===== src/rtl/mac_stop_mult_pkg.sv =====
// Shared types and default sizing for the stoppable matrix multiply-accumulate sequencer.
package mac_stop_pkg;

    localparam int DEF_M = 4;
    localparam int DEF_N = 4;
    localparam int DEF_K = 4;
    localparam int DEF_W = 32;

    typedef enum logic [1:0] {
        ST_IDLE,
        ST_ISSUE,
        ST_DRAIN,
        ST_DONE
    } mac_state_e;

    // Keeps index ports at least one bit wide when a dimension is 1.
    function automatic int addr_width(input int depth);
        return (depth > 1) ? $clog2(depth) : 1;
    endfunction

endpackage


===== src/rtl/mac_stop_mult_addr_counter.sv =====
// Nested i/j/k element-pair counter: k innermost, then j, then i; all wrap to 0 after the last pair.
module mac_addr_counter
    import mac_stop_pkg::*;
#(
    parameter int M  = DEF_M,
    parameter int N  = DEF_N,
    parameter int K  = DEF_K,
    localparam int MW = addr_width(M),
    localparam int NW = addr_width(N),
    localparam int KW = addr_width(K)
) (
    input  logic          clk,
    input  logic          resetn,
    input  logic          advance_i,
    output logic [MW-1:0] i_o,
    output logic [KW-1:0] k_o,
    output logic [NW-1:0] j_o,
    output logic          last_o
);

    logic [MW-1:0] i_q, i_d;
    logic [KW-1:0] k_q, k_d;
    logic [NW-1:0] j_q, j_d;
    logic          i_wrap, j_wrap, k_wrap;

    assign k_wrap = (k_q == KW'(K - 1));
    assign j_wrap = (j_q == NW'(N - 1));
    assign i_wrap = (i_q == MW'(M - 1));
    assign last_o = i_wrap && j_wrap && k_wrap;

    always_comb begin
        // NOTE: every next-state value gets a hold default first so no path leaves it unassigned (no latch).
        i_d = i_q;
        j_d = j_q;
        k_d = k_q;
        if (advance_i) begin
            k_d = k_wrap ? '0 : k_q + 1'b1;
            if (k_wrap) begin
                j_d = j_wrap ? '0 : j_q + 1'b1;
                if (j_wrap) begin
                    i_d = i_wrap ? '0 : i_q + 1'b1;
                end
            end
        end
    end

    // NOTE: flops use non-blocking assignments so every register samples pre-edge values.
    always_ff @(posedge clk or negedge resetn) begin
        if (!resetn) begin
            i_q <= '0;
            j_q <= '0;
            k_q <= '0;
        end else begin
            i_q <= i_d;
            j_q <= j_d;
            k_q <= k_d;
        end
    end

    assign i_o = i_q;
    assign j_o = j_q;
    assign k_o = k_q;

endmodule


===== src/rtl/mac_stop_mult.sv =====
// Issues every A[i][k]/B[k][j] read pair, multiplies the returned operands and
// strobes each product; do_mac low freezes issue and the multiply pipeline in place.
module mac_stop_mult
    import mac_stop_pkg::*;
#(
    parameter int M                        = DEF_M,
    parameter int N                        = DEF_N,
    parameter int K                        = DEF_K,
    parameter int DATA_WIDTH_INIT_MATRIX   = DEF_W,
    parameter int DATA_WIDTH_RESULT_MATRIX = 2 * DATA_WIDTH_INIT_MATRIX + $clog2(K),
    localparam int W  = DATA_WIDTH_INIT_MATRIX,
    localparam int MW = addr_width(M),
    localparam int NW = addr_width(N),
    localparam int KW = addr_width(K)
) (
    input  logic            clk,
    input  logic            resetn,
    input  logic [W-1:0]    data_in_a,
    input  logic [W-1:0]    data_in_b,
    input  logic            do_mac,
    output logic [MW-1:0]   row_addr_a,
    output logic [KW-1:0]   col_addr_a,
    output logic [KW-1:0]   row_addr_b,
    output logic [NW-1:0]   col_addr_b,
    output logic            matrix_a_re,
    output logic            matrix_b_re,
    output logic [2*W-1:0]  product_reg,
    output logic            mult_done_reg,
    output logic            mac_done,
    output logic [MW-1:0]   matrix_a_row_addr_counter_reg,
    output logic [KW-1:0]   matrix_a_col_addr_counter_reg,
    output logic [KW-1:0]   matrix_b_row_addr_counter_reg,
    output logic [NW-1:0]   matrix_b_col_addr_counter_reg
);

    if (DATA_WIDTH_RESULT_MATRIX < 2 * DATA_WIDTH_INIT_MATRIX) begin : g_width_check
        $error("mac_stop_mult: DATA_WIDTH_RESULT_MATRIX narrower than a full product");
    end

    mac_state_e     state_q;
    logic           valid_q;
    logic           mult_done_q;
    logic           mac_done_q;
    logic [2*W-1:0] product_q;

    logic           issue;
    logic           run;
    logic           cnt_last;
    logic [MW-1:0]  cnt_i;
    logic [KW-1:0]  cnt_k;
    logic [NW-1:0]  cnt_j;

    assign issue = do_mac && (state_q == ST_ISSUE);
    assign run   = do_mac && ((state_q == ST_ISSUE) || (state_q == ST_DRAIN));

    mac_addr_counter #(
        .M (M),
        .N (N),
        .K (K)
    ) u_addr_counter (
        .clk       (clk),
        .resetn    (resetn),
        .advance_i (issue),
        .i_o       (cnt_i),
        .k_o       (cnt_k),
        .j_o       (cnt_j),
        .last_o    (cnt_last)
    );

    // valid_q marks operands on data_in_* this cycle; a stall holds it, since the RAMs hold their data while re is low.
    always_ff @(posedge clk or negedge resetn) begin
        if (!resetn) begin
            state_q     <= ST_IDLE;
            valid_q     <= 1'b0;
            mult_done_q <= 1'b0;
            mac_done_q  <= 1'b0;
            product_q   <= '0;
        end else begin
            if (run) begin
                valid_q     <= issue;
                mult_done_q <= valid_q;
                if (valid_q) begin
                    product_q <= (2*W)'(data_in_a) * (2*W)'(data_in_b);
                end
            end else begin
                mult_done_q <= 1'b0;
            end

            case (state_q)
                ST_IDLE:  if (do_mac) state_q <= ST_ISSUE;
                ST_ISSUE: if (do_mac && cnt_last) state_q <= ST_DRAIN;
                ST_DRAIN: begin
                    // The final product was registered on the previous edge once valid_q has cleared.
                    if (do_mac && !valid_q) begin
                        state_q    <= ST_DONE;
                        mac_done_q <= 1'b1;
                    end
                end
                ST_DONE: begin
                    if (!do_mac) begin
                        state_q    <= ST_IDLE;
                        mac_done_q <= 1'b0;
                    end
                end
                default: state_q <= ST_IDLE;
            endcase
        end
    end

    assign matrix_a_re = issue;
    assign matrix_b_re = issue;
    assign row_addr_a  = cnt_i;
    assign col_addr_a  = cnt_k;
    assign row_addr_b  = cnt_k;
    assign col_addr_b  = cnt_j;

    assign product_reg   = product_q;
    assign mult_done_reg = mult_done_q;
    assign mac_done      = mac_done_q;

    assign matrix_a_row_addr_counter_reg = cnt_i;
    assign matrix_a_col_addr_counter_reg = cnt_k;
    assign matrix_b_row_addr_counter_reg = cnt_k;
    assign matrix_b_col_addr_counter_reg = cnt_j;

endmodule


===== config.mk =====
export PLATFORM = sky130hd
export DESIGN_NAME = mac_stop_mult
export DESIGN_NICKNAME = d
export VERILOG_FILES = /design/src/rtl/mac_stop_mult_pkg.sv /design/src/rtl/mac_stop_mult_addr_counter.sv /design/src/rtl/mac_stop_mult.sv
export SDC_FILE = /design/constraint.sdc
export NUM_CORES = 2
export LEC_CHECK = 0
export CORE_UTILIZATION = 35
export DETAILED_ROUTE_END_ITERATION = 6
export PLACE_DENSITY = 0.49
export SLEW_MARGIN = 5
export SYNTH_ARGS = -nofsm -noshare
export SYNTH_HDL_FRONTEND = slang
export SYNTH_SLANG_ARGS = --single-unit

===== constraint.sdc =====
create_clock -name clk -period 2.9 [get_ports clk]
set_clock_uncertainty 0.2 [all_clocks]
set_input_delay 0.435 -clock clk [delete_from_list [all_inputs] [get_ports clk]]
set_output_delay 0.435 -clock clk [all_outputs]
set_load 0.03 [all_outputs]

==> impl_results.md <==
- WL final: approximately 120 mm
- Via count: between 20000 and 30000
- Final HPWL DP: 93.7 mm
- Post-route ant nets: 0
- Clock Latency Late Sink: 340 ps
- First-pass GRT wire length: 191 mm
- Hold WS: 285 ps
- Num ports: 151
- Most used cell, CP: fa_1
- Worst-path maximum fanout: 7
- Initial Utilization: 0.355
- Chip width: 324 microns
- GR Overflow Total: 0
- Mapped Cells: ~4000
- Arrival @ worst endpoint: 7630 ps
- WS Path Type: input pin to register
- Area of the multi-input gates: 32700 sq um
- Share of cells above drive strength 1: 0.277
- Hold Crit Class: register to register
- Largest family of logic cells by synthesized area: adder cells
- Post-synth top flop: dfrtp_1
- H-tree levels: 3
- DR iter-0 viols: 1208
- CP delay by family, top: adder cells
- CTS max path bufs: 2
- CTS buffer count: 9
- Hold violation count in the final report: 0
- Max-cap viol count: 0
- CTS tree: built
- Failing checks: setup timing
- Synth Area in Simple Gates: 0.179
- #FFs+latches synth: 75
- Synth Area in XOR/XNOR: 0.0125
- Period minus WS final: 7600 ps
- Pin count of the biggest net entering global routing: 81
- Initial antenna violation count: 3
- Setup crit end kind: register
- Highest Clock Rate: ~130 MHz
- Port bufs: 150
- Placer Congestion: ~0.84
- Number of synthesized flops with an enable pin: 0
- Setup crit start kind: input pin
- Fin. max-slew vios: 0
- Fill cells: 9820
- Clock-pin slew on the worst setup and hold paths: 70 ps
- Gr usage total: 0.239
- Setup ws final: -4700 ps
- Worst Max-Slew Pin Slew: 979 ps
- Syn_nets: 5208
- Routed vias/inst: 4.81
- Root Buffer: clkbuf_16
- Ys async rst share: 1.00
- Largest register FFs: 64
- Final setup vio count: 60
- Slowest stage cell, crit path: fa_2
- Post-route DRC violation count: 0
- Area Overhead vs Synth: 34.8%
- WL/cell: 20.8 microns
- Data required, critical path: 2940 ps
- Crit path depth: 25
- Final #Nets: a little under 6000
- Worst path max stage delay: 600 ps
- Post-synthesis adder-cell area fraction: 0.586
- Run status: finished, violations left
- Die height: 324 microns
- Netlist cell types: 67
- Sequential cell area: between 1500 and 2000 sq um
- WP buf/inv: 6
- Mapped Area: 36400 sq um
- Reg2Reg Setup Slack: between 600 and 700 ps
- RSZ-0062 raised after global routing: true
- Die area: 105000 sq um
- Mux contribution to synthesized area: 0.00241
- WHS Path Cells: 2
- Worst-case reg-to-reg path depth: 8
- Average size of a mapped cell: around 9 sq um
- Synth Warn #: 0
- Clk sinks: 75
- Final period util: 2.62
- Post-synthesis compound-gate area fraction: 0.0505
- Vias in the first global route: 31300
- Rows: 117
- Headroom to the max-slew limit: 0.340
- Post-synthesis sequential area ratio: 0.0516
- TritonRoute pass-1 iters: 5
- Core footprint: 102000 sq um
[kinds of logic after synthesis]
| logic type | after synthesis |
|---|---|
| and+or+nand+nor | 1282 |
| xor gates and xnor gates | 52 |
| buffers and inverters | 1113 |
| AOI/OAI and AO/OA | 279 |
| muxes | 8 |
| adders and majority gates | 1166 |
| DFF | 75 |
[layout make-up]
class                           instances  share of cell area
Clock buffer                            9             0.00459
Sequential cell                        75              0.0383
Antenna cell                            5            0.000255
Clock inverter                          7             0.00138
Multi-Input combinational cell       2787               0.667
Inverter                              868              0.0665
Tap cell                             1368              0.0349
Timing Repair Buffer                  824               0.187
[final timing paths]
path                                                 start                           to
worst min-delay path            product_reg[4]$_DFFE_PN0P_   product_reg[4]$_DFFE_PN0P_
worst min register to register  product_reg[4]$_DFFE_PN0P_   product_reg[4]$_DFFE_PN0P_
worst max register to register      state_q[0]$_DFFE_PN0P_  product_reg[60]$_DFFE_PN0P_
min in group asynchronous                           resetn  product_reg[51]$_DFFE_PN0P_
max in group asynchronous                           resetn  product_reg[27]$_DFFE_PN0P_
worst max-delay path                         data_in_a[26]  product_reg[62]$_DFFE_PN0P_
[worst reg2reg max path, cell delays in order (launching register included)]
cell and delay [ps]:
dfrtp_1 380, inv_1 90, ha_1 350, nand3_4 100, clkinv_1 390, nand2b_1 260
nor2_1 60, a221oi_1 240, o21ai_1 110
[cell usage in the layout (no fill, tap or decap), types with 8 or more instances in the layout]
cell type,n
a21oi_1,33
clkdlybuf4s50_1,87
dfrtp_1,75
buf_16,22
nor2_1,29
o21ai_1,48
ha_1,204
ha_4,65
a21oi_2,21
inv_2,63
o21bai_1,12
nand2_2,17
fa_2,113
o21a_1,9
o21ai_0,15
nand3_1,17
buf_8,24
xor2_1,13
o21ai_2,13
a21oi_4,13
xnor2_2,17
o211ai_1,8
a21o_1,35
clkbuf_16,11
buf_6,109
bufbuf_16,21
xnor2_1,11
and2_4,104
buf_2,11
buf_4,443
inv_1,804
and2_1,499
nand2_1,529
fa_1,783
buf_12,95
nor3_1,13
nand4_1,16
[timing repair]
item,in CTS,in global routing
gates resized for setup,790,210
pin swaps,372,215
buffers inserted,134,41
endpoints found under the hold margin,51,0
endpoints found under the setup margin,61,60
hold buffers,1,0
cloned,43,2
[metrics by stage]
step,area (sq um),util,std cells,TNS (ps),setup WS [ps]
after floorplan,37400,-,3975,-202410,-4340
after global placement,43700,0.427,5724,-279380,-5480
after detailed placement,43700,0.427,5724,-280580,-5520
after CTS,48100,0.469,5906,-231700,-4650
after global routing,49000,0.478,5938,-240220,-4860
final,49000,0.478,5943,-230600,-4700
[cells in the mapped netlist, drive strengths merged, types with 5 or more instances]
cell    count  share of area
nand2b      5        0.00086
o21a        9         0.0019
and2      603           0.10
nand4      16         0.0028
o21bai     13         0.0027
inv       867          0.089
o21ai      81          0.011
nand2     553          0.057
xor2       21         0.0051
nand3      22         0.0030
a21o       36         0.0074
and3        6         0.0010
buf        27         0.0049
a31oi      10         0.0017
xnor2      31         0.0075
nor2       38         0.0039
fa        896           0.49
ha        270          0.093
clkbuf    218          0.024
mux2        6         0.0019
a211oi      9         0.0023
a21oi      67         0.0094
dfrtp      75          0.052
o211ai      9         0.0020
a221o       6         0.0017
o31ai       9         0.0021
nor3       17         0.0023
[per-layer routing]
metal  wire (microns)  vias up  GRT usage
met1            52600    15100      0.314
met5                0        -          0
met4             3550        0     0.0600
met2            63400      526      0.422
met3             4230      144     0.0234
li1                 -    12800          -
Power is not shown: default switching activity piles up to over one toggle a cycle in this logic, so the estimate is an artifact.
